### config.mk
export PLATFORM = sky130hd
export DESIGN_NAME = cache_arbiter
export DESIGN_NICKNAME = d
export VERILOG_FILES = /design/src/rtl/cache_arbiter.sv
export SDC_FILE = /design/constraint.sdc
export NUM_CORES = 2
export LEC_CHECK = 0
export CAP_MARGIN = 10
export CORE_AREA = 5 5 535 537
export CTS_CLUSTER_DIAMETER = 200
export DETAILED_ROUTE_END_ITERATION = 16
export DIE_AREA = 0 0 540 542
export DONT_BUFFER_PORTS = 1
export PLACE_DENSITY = 0.3
export SLEW_MARGIN = 5
export SYNTH_ARGS = -nofsm -noshare
export SYNTH_HDL_FRONTEND = slang
export SYNTH_SLANG_ARGS = --single-unit
### constraint.sdc
create_clock -name clk -period 1.7 [get_ports clk]
set_clock_uncertainty 0.05 [all_clocks]
set_input_delay 0.34 -clock clk [delete_from_list [all_inputs] [get_ports clk]]
set_output_delay 0.34 -clock clk [all_outputs]
set_load 0.005 [all_outputs]
### src/rtl/cache_arbiter.sv
// ============================================================================
// cache_arbiter -- fair two-client arbiter sharing one memory port between
//                  an I-cache (fills) and a D-cache (fills and writebacks).
// Revision: 1.0
// ============================================================================
`default_nettype none

module cache_arbiter #(
    parameter int ADDR_W = 32,
    parameter int LINE_W = 256
) (
    input  logic              clk,
    input  logic              rst,
    input  logic              i_read,
    input  logic [ADDR_W-1:0] i_addr,
    output logic [LINE_W-1:0] i_rdata,
    output logic              i_resp,
    input  logic              d_read,
    input  logic              d_write,
    input  logic [ADDR_W-1:0] d_addr,
    input  logic [LINE_W-1:0] d_wdata,
    output logic [LINE_W-1:0] d_rdata,
    output logic              d_resp,
    output logic              mem_read,
    output logic              mem_write,
    output logic [ADDR_W-1:0] mem_addr,
    output logic [LINE_W-1:0] mem_wdata,
    input  logic [LINE_W-1:0] mem_rdata,
    input  logic              mem_resp
);

    typedef enum logic [1:0] {
        ST_IDLE    = 2'd0,
        ST_SERVE_I = 2'd1,
        ST_SERVE_D = 2'd2,
        ST_RELEASE = 2'd3
    } state_t;

    localparam logic GRANT_I = 1'b0;
    localparam logic GRANT_D = 1'b1;

    state_t              state_q,      state_d;
    logic                last_grant_q, last_grant_d;
    logic                mem_read_q,   mem_read_d;
    logic                mem_write_q,  mem_write_d;
    logic [ADDR_W-1:0]   mem_addr_q,   mem_addr_d;
    logic [LINE_W-1:0]   mem_wdata_q,  mem_wdata_d;
    logic [LINE_W-1:0]   i_rdata_q,    i_rdata_d;
    logic [LINE_W-1:0]   d_rdata_q,    d_rdata_d;
    logic                i_resp_q,     i_resp_d;
    logic                d_resp_q,     d_resp_d;

    logic                w_d_pend;
    logic                w_d_wins;

    assign w_d_pend = d_read | d_write;
    // D wins when alone, or on a tie when I was granted most recently.
    assign w_d_wins = w_d_pend && (!i_read || (last_grant_q == GRANT_I));

    always_comb begin
        state_d      = state_q;
        last_grant_d = last_grant_q;
        mem_read_d   = mem_read_q;
        mem_write_d  = mem_write_q;
        mem_addr_d   = mem_addr_q;
        mem_wdata_d  = mem_wdata_q;
        i_rdata_d    = i_rdata_q;
        d_rdata_d    = d_rdata_q;
        i_resp_d     = 1'b0;
        d_resp_d     = 1'b0;

        case (state_q)
            ST_IDLE: begin
                if (w_d_wins) begin
                    state_d     = ST_SERVE_D;
                    mem_addr_d  = d_addr;
                    mem_wdata_d = d_wdata;
                    mem_write_d = d_write;
                    mem_read_d  = ~d_write;
                end else if (i_read) begin
                    state_d     = ST_SERVE_I;
                    mem_addr_d  = i_addr;
                    mem_read_d  = 1'b1;
                    mem_write_d = 1'b0;
                end
            end
            ST_SERVE_I: begin
                if (mem_resp) begin
                    state_d      = ST_RELEASE;
                    i_rdata_d    = mem_rdata;
                    i_resp_d     = 1'b1;
                    mem_read_d   = 1'b0;
                    mem_write_d  = 1'b0;
                    last_grant_d = GRANT_I;
                end
            end
            ST_SERVE_D: begin
                if (mem_resp) begin
                    state_d      = ST_RELEASE;
                    // Writebacks return no data; keep the last fill visible.
                    if (mem_read_q) begin
                        d_rdata_d = mem_rdata;
                    end
                    d_resp_d     = 1'b1;
                    mem_read_d   = 1'b0;
                    mem_write_d  = 1'b0;
                    last_grant_d = GRANT_D;
                end
            end
            ST_RELEASE: begin
                state_d = ST_IDLE;
            end
            default: begin
                state_d = ST_IDLE;
            end
        endcase
    end

    always_ff @(posedge clk) begin
        if (!rst) begin
            state_q      <= ST_IDLE;
            last_grant_q <= GRANT_I;
            mem_read_q   <= 1'b0;
            mem_write_q  <= 1'b0;
            mem_addr_q   <= '0;
            mem_wdata_q  <= '0;
            i_rdata_q    <= '0;
            d_rdata_q    <= '0;
            i_resp_q     <= 1'b0;
            d_resp_q     <= 1'b0;
        end else begin
            state_q      <= state_d;
            last_grant_q <= last_grant_d;
            mem_read_q   <= mem_read_d;
            mem_write_q  <= mem_write_d;
            mem_addr_q   <= mem_addr_d;
            mem_wdata_q  <= mem_wdata_d;
            i_rdata_q    <= i_rdata_d;
            d_rdata_q    <= d_rdata_d;
            i_resp_q     <= i_resp_d;
            d_resp_q     <= d_resp_d;
        end
    end

    assign mem_read  = mem_read_q;
    assign mem_write = mem_write_q;
    assign mem_addr  = mem_addr_q;
    assign mem_wdata = mem_wdata_q;
    assign i_rdata   = i_rdata_q;
    assign d_rdata   = d_rdata_q;
    assign i_resp    = i_resp_q;
    assign d_resp    = d_resp_q;

endmodule

`default_nettype wire

==> metrics.txt <==
outcome=finished with violations; failing checks=negative setup slack; synth warn=0; Die Area=0.293 mm^2; vias in the first global route=slightly below 30000; Mapped Avg Cell Area=just under 8 um^2; RSZ-0062 raised after global routing=yes; total of max-cap violations=0; crit path capture type=flop; most frequent cells in the layout=nand2_1, dfxtp_1, a21oi_1; reg2reg start=state_q[0]; Inserted Clock Buffers=108; first-pass GRT wire length=278000 um; Synth Area in XOR/XNOR=0; Max-Slew Margin vs Limit=0.591; FMAX=565 MHz; die extent in x=540 um; Setup WS post-layout=-0.0709 ns; CTS tree=yes; WL/cell=between 20 and 30 um; Crit Path Class=flop to flop; commonest non-fill, non-tap cell in the layout=nand2_1; core area=between 0.2 and 0.3 mm^2; Die Ht=542 um; fin crit share=1.04; post-synthesis cell type count=28; total power=71000 uW; routed vias/inst=3.69; Hold/Removal Path Class=input port to flop; Syn-to-layout area delta=73.8%; adder-cell share of the synthesized area=0.00175; total global-route track usage=0.137; Final Net Count=4984; syn_nets=4192; mux contribution to synthesized area=0.000349; synth top area cells=dfxtp_1, nand2_1, a21oi_1; DRT antenna net count=0; total grt overflow=0; clk root buf=clkbuf_16; IO buf count=0; # clock sinks=807; share of layout cells above drive strength 1=0.234; largest family of logic cells by synthesized area=compound AO/OA/AOI/OAI gates; cells after synthesis=3606; share of the synthesized area in the top cell type=0.564; HP Start=mem_resp; fin cells=8272; Cell Pwr Density=1430 mW/mm^2; Core Util, Final=0.177; crit-path max cell delay=0.33 ns; Fin. Hold Viols=0; Ports=1386; Clock Tree Buf Depth=4; Hold Path Depth=5; hold endpoint=d_rdata[9]; cell chain of the critical path=inv_2 -> ha_4 -> and3_4 -> buf_16 -> buf_12 -> buf_12 -> buf_16 -> nand2_4 -> a21oi_1; maximum vdd drop=around 830 uV; final WL=225000 um; final worst path period need=~1.8 ns; Cell Area, Synth=around 0.029 mm^2; Seq/Total Area, Yosys=0.564; Fillers=31600; CP arrival=2.42 ns; reg-to-reg endpoint=d_rdata[112]; via count=30500; Initial Utilization=0.102; CP required=2.35 ns; CP max-delay cell=dfxtp_2; leading area contributor after synthesis=dfxtp_1; slew at the pin closest to its max-slew limit=between 0.6 and 0.7 ns; Worst Setup Start Kind=flop; initial drt markers=~1700; area fraction in compound gates after synthesis=0.195; Simple-Gate Fraction of Synth Area=0.190; Max H-tree Level=3; Cell Count Post-Placement=7326; gp weighted congestion=around 0.9; initial antenna violation count=123; clk slew on worst S/H paths=~0.06 ns; DRC violations left=0; R2R depth=9; Rows=195; FF+latch count, synth=807; Leakage=0.0171 uW; fin. max-slew vios=0; Setup Viol. Count Final=~270; HPWL Detailed=169000 um; TritonRoute pass-1 iters=5; clock latency on the worst-skew pair=0.80 ns; CP max FO=8; r2r setup slk=-0.07 ns; pin count of the biggest net entering global routing=95
## worst max-delay path: cells and delay by family (launching register included)
family / cells / cell delay, ns
buf+inv: 5 / 0.69
flops: 1 / 0.33
compound gates: 1 / 0.13
simple gates: 2 / 0.28
fa+ha+maj: 1 / 0.14
## sequential cells by signal (all words and copies together), names as in the netlist
signal / cells
d_rdata: 256
d_resp: 1
i_rdata: 256
i_resp: 1
last_grant_q: 1
mem_addr: 32
mem_read: 1
mem_wdata: 256
mem_write: 1
state_q: 2
## final cells by class
cell class | count | area [um^2] | share of cell area
antenna | 55 | 138 | 0.00276
tap | 3743 | 4680 | 0.0941
sequential | 807 | 16500 | 0.332
clock inverter | 29 | 470 | 0.00945
inverter | 4 | 53.8 | 0.00108
timing repair inverter | 3 | 52.6 | 0.00106
clock buffer | 157 | 3100 | 0.0622
timing repair buffer | 1009 | 12200 | 0.245
multi-input combinational | 2465 | 12600 | 0.253
## how the worst max path moves through the flow
stage                 from           end  slack (ns)  cells past startpoint
2_1_floorplan   state_q[0]    state_q[1]        0.02                      6
3_3_place_gp    state_q[0]   d_rdata[25]       -0.13                      8
3_5_place_dp    state_q[1]  i_rdata[243]       -0.14                      7
4_1_cts        d_rdata[10]   d_rdata[10]       -0.14                      1
5_1_grt         state_q[0]   i_rdata[42]       -0.14                      9
6_report        state_q[0]  d_rdata[112]       -0.07                      9
## repair_timing
| action | 4_1_cts | 5_1_grt |
|---|---|---|
| buffers inserted | 29 | 20 |
| hold buffers | 583 | 0 |
| endpoints found under the hold margin | 807 | 0 |
| pin swaps | 23 | 101 |
| setup endpoints to repair | 979 | 956 |
| cloned | 14 | 63 |
| gates resized for setup | 453 | 543 |
## per-stage QoR
step | setup WS, ns | TNS [ns] | instance area (um^2) | hold WS [ns]
finish | -0.0709 | -4.74 | 49800 | 0.148
global route | -0.144 | -58.06 | 49700 | 0.100
detailed placement | -0.143 | -22.50 | 35100 | 0.403
floorplan | 0.0211 | 0 | 28600 | 0.403
CTS | -0.141 | -28.19 | 46500 | 0.0602
global placement | -0.127 | -17.45 | 35100 | 0.404
## Yosys cell counts (all sizes together)
cell	number
a2111o	1
a21boi	1
a21oi	771
a221o	1
a22oi	1
a2bb2oi	1
a31oi	32
and2	1
and3	3
buf	119
clkbuf	211
dfxtp	807
ha	4
inv	4
mux2i	1
nand2	1090
nand3	257
nand3b	1
nor2	3
nor2b	1
nor4b	1
o21ai	292
o2bb2ai	1
o31a	1
or3b	1
## power breakdown
group | switching, uW | total [uW] | internal [uW] | leakage (uW)
registers | 3180 | 24900 | 21700 | 0.00664
logic | 12900 | 22600 | 9700 | 0.00875
clock network | 9480 | 23600 | 14100 | 0.00175
total | 25600 | 71000 | 45500 | 0.0171
## logic make-up (layout without fill, tap and decap cells)
group | count (synthesis) | after routing
compound gates | 1102 | 1102
fa+ha+maj | 4 | 4
buf+inv | 334 | 1202
flops | 807 | 807
mux | 1 | 1
other cells | 0 | 55
simple gates | 1358 | 1358
## routing by layer
layer / vias to the layer above / wire length, um / GRT usage
met2: 1387 / 108000 / 0.237
met4: 76 / 7640 / 0.0385
li1: 13900 / - / -
met5: - / 464 / 0
met3: 360 / 22800 / 0.0617
met1: 14900 / 85800 / 0.152
Power figures use the tool's default switching activity.
